--- config.mk ---
export PLATFORM = sky130hd
export DESIGN_NAME = seg_scan_driver
export DESIGN_NICKNAME = d
export VERILOG_FILES = /design/src/rtl/seg_disp_pkg.sv /design/src/rtl/seg_scan_driver_tick_gen.sv /design/src/rtl/seg_scan_driver.sv
export SDC_FILE = /design/constraint.sdc
export NUM_CORES = 1
export LEC_CHECK = 0
export BUFFER_PORTS_ARGS = -buffer_cell sky130_fd_sc_hd__buf_2
export CAP_MARGIN = 0
export CORE_ASPECT_RATIO = 1.4
export CORE_MARGIN = 3
export CORE_UTILIZATION = 25
export CTS_BUF_LIST = sky130_fd_sc_hd__clkbuf_8
export DETAILED_ROUTE_END_ITERATION = 7
export PLACE_DENSITY = 0.38
export REMOVE_ABC_BUFFERS = 1
export SYNTH_ARGS = -nofsm -noshare
export SYNTH_HDL_FRONTEND = slang
export SYNTH_SLANG_ARGS = --single-unit
--- constraint.sdc ---
create_clock -name Clk100M -period 2.4 [get_ports Clk100M]
set_clock_uncertainty 0.05 [all_clocks]
set_input_delay 0.72 -clock Clk100M [delete_from_list [all_inputs] [get_ports Clk100M]]
set_output_delay 0.72 -clock Clk100M [all_outputs]
set_load 0.05 [all_outputs]
--- src/rtl/seg_disp_pkg.sv ---
// Shared types and polarity helpers for the four-digit segment display path.
package seg_disp_pkg;

  typedef logic [1:0] digit_idx_t;

  typedef enum logic [1:0] {
    ST_IDLE,
    ST_BLANK,
    ST_DRIVE
  } scan_state_e;

  // Digit pattern layout: bit7 = decimal point, bits6..0 = segments g..a, 1 = lit.
  typedef struct packed {
    logic       dp;
    logic [6:0] gfedcba;
  } seg_pattern_t;

  function automatic logic [7:0] seg_off(input bit active_low);
    return active_low ? 8'hFF : 8'h00;
  endfunction

  function automatic logic [3:0] an_off(input bit active_low);
    return active_low ? 4'hF : 4'h0;
  endfunction

  function automatic logic [7:0] seg_pol(input logic [7:0] lit, input bit active_low);
    return active_low ? ~lit : lit;
  endfunction

  function automatic logic [3:0] an_pol(input logic [3:0] on, input bit active_low);
    return active_low ? ~on : on;
  endfunction

endpackage

--- src/rtl/seg_scan_driver_tick_gen.sv ---
// Per-slot cycle counter with strobes for end of blanking and end of slot.
module scan_tick_gen #(
  parameter int unsigned PRESCALE     = 100000,
  parameter int unsigned BLANK_CYCLES = 1000
) (
  input  logic clk,
  input  logic rst_n,
  input  logic clear,
  input  logic run,
  output logic blank_done,
  output logic slot_end
);

  localparam int unsigned CW         = $clog2(PRESCALE);
  localparam int unsigned BLANK_LAST = (BLANK_CYCLES == 0) ? 0 : BLANK_CYCLES - 1;

  logic [CW-1:0] cnt_q, cnt_d;

  assign slot_end   = (cnt_q == CW'(PRESCALE - 1));
  assign blank_done = (BLANK_CYCLES != 0) && (cnt_q == CW'(BLANK_LAST));

  always_comb begin
    cnt_d = cnt_q;
    if (clear) begin
      cnt_d = '0;
    end else if (run) begin
      cnt_d = slot_end ? '0 : cnt_q + CW'(1);
    end
  end

  always_ff @(posedge clk or negedge rst_n) begin
    if (!rst_n) begin
      cnt_q <= '0;
    end else begin
      cnt_q <= cnt_d;
    end
  end

endmodule

--- src/rtl/seg_scan_driver.sv ---
// Four-digit multiplexed segment driver with per-frame double buffering and inter-digit blanking.
module seg_scan_driver
  import seg_disp_pkg::*;
#(
  parameter int unsigned PRESCALE       = 100000,
  parameter int unsigned BLANK_CYCLES   = 1000,
  parameter bit          SEG_ACTIVE_LOW = 1'b1,
  parameter bit          AN_ACTIVE_LOW  = 1'b1
) (
  input  logic       Clk100M,
  input  logic       resetN,
  input  logic       enable,
  input  logic [7:0] seg0,
  input  logic [7:0] seg1,
  input  logic [7:0] seg2,
  input  logic [7:0] seg3,
  input  logic [3:0] blankMask,
  output logic [3:0] an,
  output logic [7:0] segOut,
  output logic       frameStart
);

  if (PRESCALE < 2 || PRESCALE > (1 << 20)) begin : g_bad_prescale
    $error("seg_scan_driver: PRESCALE out of range 2..2^20");
  end
  if (BLANK_CYCLES >= PRESCALE) begin : g_bad_blank
    $error("seg_scan_driver: BLANK_CYCLES must be < PRESCALE");
  end

  // With no blanking, every slot opens directly in DRIVE.
  localparam scan_state_e SLOT_FIRST = (BLANK_CYCLES == 0) ? ST_DRIVE : ST_BLANK;

  scan_state_e        state_q, state_d;
  digit_idx_t         idx_q, idx_d;
  seg_pattern_t [3:0] shadow_q, shadow_d;
  logic [3:0]         mask_q, mask_d;
  logic [3:0]         an_q, an_d;
  logic [7:0]         seg_q, seg_d;
  logic               fs_q, fs_d;
  logic               latch;
  logic               blank_done, slot_end;
  logic               tick_clear;

  assign tick_clear = (state_q == ST_IDLE) || !enable;

  scan_tick_gen #(
    .PRESCALE    (PRESCALE),
    .BLANK_CYCLES(BLANK_CYCLES)
  ) u_tick (
    .clk       (Clk100M),
    .rst_n     (resetN),
    .clear     (tick_clear),
    .run       (enable),
    .blank_done(blank_done),
    .slot_end  (slot_end)
  );

  always_ff @(posedge Clk100M or negedge resetN) begin
    if (!resetN) begin
      state_q <= ST_IDLE;
    end else begin
      state_q <= state_d;
    end
  end

  always_comb begin
    state_d = state_q;
    idx_d   = idx_q;
    latch   = 1'b0;
    unique case (state_q)
      ST_IDLE: begin
        idx_d = '0;
        if (enable) begin
          state_d = SLOT_FIRST;
          latch   = 1'b1;
        end
      end
      ST_BLANK: begin
        if (!enable) begin
          state_d = ST_IDLE;
          idx_d   = '0;
        end else if (blank_done) begin
          state_d = ST_DRIVE;
        end
      end
      ST_DRIVE: begin
        if (!enable) begin
          state_d = ST_IDLE;
          idx_d   = '0;
        end else if (slot_end) begin
          state_d = SLOT_FIRST;
          idx_d   = idx_q + 2'd1;
          latch   = (idx_q == 2'd3);
        end
      end
      default: begin
        state_d = ST_IDLE;
        idx_d   = '0;
      end
    endcase
  end

  always_comb begin
    logic [3:0] an_act;
    logic [7:0] seg_act;
    an_act  = '0;
    seg_act = '0;
    if (state_q == ST_DRIVE) begin
      seg_act        = shadow_q[idx_q];
      an_act[idx_q]  = ~mask_q[idx_q];
    end
    an_d  = an_pol(an_act, AN_ACTIVE_LOW);
    seg_d = seg_pol(seg_act, SEG_ACTIVE_LOW);
    fs_d  = latch;
  end

  always_comb begin
    shadow_d = shadow_q;
    mask_d   = mask_q;
    if (latch) begin
      shadow_d = {seg3, seg2, seg1, seg0};
      mask_d   = blankMask;
    end
  end

  always_ff @(posedge Clk100M or negedge resetN) begin
    if (!resetN) begin
      idx_q    <= '0;
      shadow_q <= '0;
      mask_q   <= 4'hF;
      an_q     <= an_off(AN_ACTIVE_LOW);
      seg_q    <= seg_off(SEG_ACTIVE_LOW);
      fs_q     <= 1'b0;
    end else begin
      idx_q    <= idx_d;
      shadow_q <= shadow_d;
      mask_q   <= mask_d;
      an_q     <= an_d;
      seg_q    <= seg_d;
      fs_q     <= fs_d;
    end
  end

  assign an         = an_q;
  assign segOut     = seg_q;
  assign frameStart = fs_q;

endmodule

# Word-level counts from Yosys, hierarchy flattened
# Cells that the tools add are included.
totals:
  in_bits: 39
  out_inout_bits: 13
  register_bits: 70
op_classes:
  addsub: 2
  n_bitwise: 4
  reduce_logical: 7
  n_lt_le_gt_ge: 2
  mux: 25
  n_eq_ne: 9
op_table:
  columns: ["operator", "n"]
  rows:
  - ["$mux 17", 3]
  - ["$add 17x1->17 const B", 1]
  - ["$eq 17x10->1 const B", 1]
  - ["$eq 17x17->1 const B", 1]
  - ["$bmux 8 s2", 1]
  - ["$mux 2", 8]
  - ["$mux 8", 2]
  - ["$not 8->8", 1]
  - ["$pmux 2 s3", 1]
  - ["$mux 1", 5]
  - ["$and 4x4->4", 1]
  - ["$eq 2x2->1 const B", 2]
  - ["$mux 4", 1]
  - ["$ne 2x2->1 const B", 2]
  - ["$not 4->4", 1]
  - ["$pmux 2 s2", 1]
  - ["$lt 2x3->1 const B", 1]
  - ["$ne 3x2->1 const B", 1]
  - ["$ne 3x3->1 const B", 1]
  - ["$reduce_and 3->1", 1]
  - ["$add 2x1->2 const B", 1]
  - ["$bmux 1 s2", 1]
  - ["$demux 1 s2", 1]
  - ["$eq 2x1->1 const B", 1]
  - ["other kinds (9)", 9]

# Longest topological paths before layout
depth:
  ltp_word: 7
  mapped_depth: 8

# Cells and area by module
# From an unflattened synthesis, not the netlist that was laid out.
unflattened:
  hier_cells: 244
  area_unflattened_um2: 3245.6
by_module_without_submodules:
  columns: ["mod", "n_inst", "area_each_um2", "cells_each", "seq_area_each_um2"]
  rows:
  - ["seg_scan_driver", 1, 2243.4, 142, 1346.3]
  - ["scan_tick_gen", 1, 1002.2, 102, 425.4]

# Worst setup path before layout
# No wires, ideal clock.
synth_timing:
  path_type: "register -> register"
  from: "register u_tick.cnt_q[0]"
  to: "register shadow_q[10] (netlist name)"
  stages_incl_launch_ff: 8
  required_time_ps: 2206
  t_arrival_ps: 1828
  period_less_slack_ps: 2023
  setup_ps: 144
  setup_slack_ps: 377
  path_buffers: 2
  cell_sequence: "dfrtp_1 ha_1 nand4b_1 or3_1 buf_6 nor4_4 buf_4 o32ai_2"
synth_via:
  elab_chain_cells: 4
synth_lines:
  columns: ["element", "line_no", "source"]
  rows:
  - ["start, declared", "seg_scan_driver_tick_gen.sv:17", "logic [CW-1:0] cnt_q, cnt_d;"]
  - ["start signal, assigned", "seg_scan_driver_tick_gen.sv:35", "cnt_q <= cnt_d;"]
  - ["$eq 17x17->1", "seg_scan_driver_tick_gen.sv:19", "assign slot_end = (cnt_q == CW'(PRESCALE - 1));"]
  - ["$mux 1", "seg_scan_driver.sv:90", "end else if (slot_end) begin"]
  - ["$mux 1", "seg_scan_driver.sv:87", "if (!enable) begin"]
  - ["$pmux 1 s2", "seg_scan_driver.sv:70", "unique case (state_q)"]
  - ["end signal, assigned", "seg_scan_driver.sv:136", "shadow_q <= shadow_d;"]
  - ["end, declared", "seg_scan_driver.sv:35", "seg_pattern_t [3:0] shadow_q, shadow_d;"]
# No other way between the ends.
# A chain may end at the register's enable or synchronous reset.

# Final worst setup path
layout_timing:
  from: "register u_tick.cnt_q[0]"
  to: "register shadow_q[24] (netlist name)"
# Same word-level chain as after synthesis.

==> out/metrics.yaml <==
cts_made_buffers: 9
min_period_ps: 2170
postCtsSetupRepairBufs: 0
p_sw_w: 0.000634
p_sw_share_pct: 26.6
critPathKind: "flip-flop to flip-flop"
setup_viol: 0
hold_viol: 0
grt_pass1_vias: 2881
reg2reg_from: "u_tick.cnt_q[0]$_DFFE_PN0P_"
rsz0062_at_grt: "no"
cp_data_required_time_ps: 2600
synth_top_area_share_pct: 37.2
cts_htree_levels: 3
drive_gt1_share_pct: 36.4
fmax_mhz: 461
antenna_found_initial: 0
syn_to_final_growth_pct: 18.1
power_density_nw_per_um2: 557
hpwl_um: 5930
holdCritPathClass: "input port to async pin"
grt_pass1_wl_um: 15200
syn_avg_cell_area_um2: 11.2
clkLatencyLatePin_ps: 350
wl_um: 9150
clock-sinks: 70
drc: 0
worstPathMaxFanout: 37
synthArstFlopShare_pct: 100
die_w_um: 108
irDropWorstVdd_uv: 226
cts_tree: "built"
synth_seq_cells: 70
antenna_left: 0
synth_cell_type_count: 42
combPwrFrac_pct: 11.0
total_power_w: 0.00239
p_seq_share_pct: 54.8
ys_seq_area_share_pct: 48.8
io_pins: 52
drt_first_pass_iters: 4
slew_headroom_pct: 50.3
leakagePower_nw: 1.88
grt_max_degree: 38
drv_slew: 0
pwr-share-clk_pct: 34.2
clk_path_buf_depth: 2
cp-end-kind: "flip-flop"
synth_cells: 323
grt_usage_pct: 12.3
routed_via_density: 4.65
post-synth-top-area-cell: "dfrtp_1"
synth-edff-count: 0
status: "completed"
clk_pin_slew_ps: 70
coreArea_um2: 14100
post-route-period-util_pct: 90.3
root_buffer: "clkbuf_8"
internal_power_w: 0.00175
port-buffer-count: 51
ys.flop_type: "dfrtp_1"
cap_violations: 0
initial_core_util_pct: 25.8
die_h_um: 149
gr-total-overflow: 0
synth.area.top_cells: "dfrtp_1, o32ai_2, dfstp_2"
tightestPinTransition_ps: 746
syn-cell-area_um2: 3630
drtIter0Drc: 125
wl_per_cell_um: 16.1
num_vias: 2635
cp-startpoint: "u_tick.cnt_q[0]$_DFFE_PN0P_"
start_kind: "flip-flop"
hold_buffers: 0
die_area_um2: 16000
synth_common_cells: "nand2_1, dfrtp_1, inv_1"
finalNetCount: 422
arrival_ps: 2360
row_count: 51
antenna_cells: 0
yosysMostFrequentCell: "nand2_1"
yosysWarnings: 0
finalSetupTns_ps: 0
cts_resized: 0
gp_congestion: 0.672
[power by group through the flow]
stage | clock network [W] | logic, W | registers (W)
floorplan | 0 | 0.000170 | 0.00132
global placement | 0 | 0.000266 | 0.00133
detailed placement | 0 | 0.000269 | 0.00133
CTS | 0.000862 | 0.000270 | 0.00131
global route | 0.000915 | 0.000298 | 0.00132
finish | 0.000817 | 0.000263 | 0.00131
[through the flow]
stage | hold slack (ps) | area [um^2] | std cells | util (%) | setup WS [ps]
floorplan | 374 | 3500 | 302 | - | -1410
global placement | 417 | 4130 | 551 | 29.3 | 292
detailed placement | 424 | 4130 | 551 | 29.3 | 244
CTS | 289 | 4290 | 567 | 30.4 | 215
global route | 301 | 4290 | 567 | 30.4 | 30.8
finish | 282 | 4290 | 567 | 30.4 | 232
[per-layer routing]
layer / track usage [%] / part of all wire, %
met2: 21.3 / 50
met4: 5.43 / 2.2
met1: 14.9 / 45
met3: 1.74 / 2.8
met5: 0 / 0
[worst paths after layout]
path,end,slack [ps],cells after the start
hold / removal,u_tick.cnt_q[5]$_DFFE_PN0P_,280,1
max in group asynchronous,segOut[0]$_DFF_PN1_,1380,2
setup / recovery,shadow_q[24]$_DFFE_PN0P_,230,6
hold reg to reg,mask_q[1]$_DFFE_PN1P_,430,2
min in group Clk100M,mask_q[1]$_DFFE_PN1P_,430,2
setup reg to reg,shadow_q[24]$_DFFE_PN0P_,230,6
[critical path, cell delays in order, from the launching register on]
cell and delay [ps]:
dfrtp_1 410, ha_1 310, nand4b_1 110, or3_1 400, o31a_2 340, buf_12 200
o32ai_1 240
[logic make-up after synthesis]
| logic type | Yosys count | share of synthesized area [%] |
|---|---|---|
| AOI/OAI and AO/OA | 54 | 18.2 |
| xor gates and xnor gates | 11 | 2.65 |
| adders and majority gates | 6 | 2.07 |
| buffers and inverters | 61 | 7.68 |
| DFF | 70 | 48.8 |
| muxes | 9 | 5.58 |
| and+or+nand+nor | 112 | 15.1 |
[registers in the layout, indices dropped and copies added, names as in the netlist]
name          count
frameStart        1
idx_q             2
shadow_q         32
state_q           2
segOut            8
u_tick.cnt_q     17
an                4
mask_q            4
[final cells by class]
| type | count | area (um^2) |
|---|---|---|
| fill | 1476 | 9810 |
| inverter | 40 | 150 |
| tap | 185 | 231 |
| sequential | 70 | 1770 |
| clock buffer | 9 | 124 |
| timing repair buffer | 64 | 393 |
| multi-input combinational | 192 | 1590 |
| clock inverter | 7 | 35.0 |
[cells in the final DEF, fill, tap and decap left out, types with 2 or more instances in the layout]
master,n
nand2_1,59
dfrtp_1,54
buf_2,50
inv_1,42
o32ai_2,29
nor2_1,16
dfstp_2,16
buf_4,11
mux4_2,9
xor2_1,9
clkbuf_8,9
o32ai_1,7
nand3_1,6
ha_1,6
or3_1,5
and3_1,5
nand4_1,5
a21oi_1,5
o21ai_0,4
clkinv_2,4
buf_12,3
nor2b_1,2
nand4b_1,2
o211ai_1,2
and4_1,2
xnor2_1,2
Note: power is estimated with default switching activity, not from simulation.
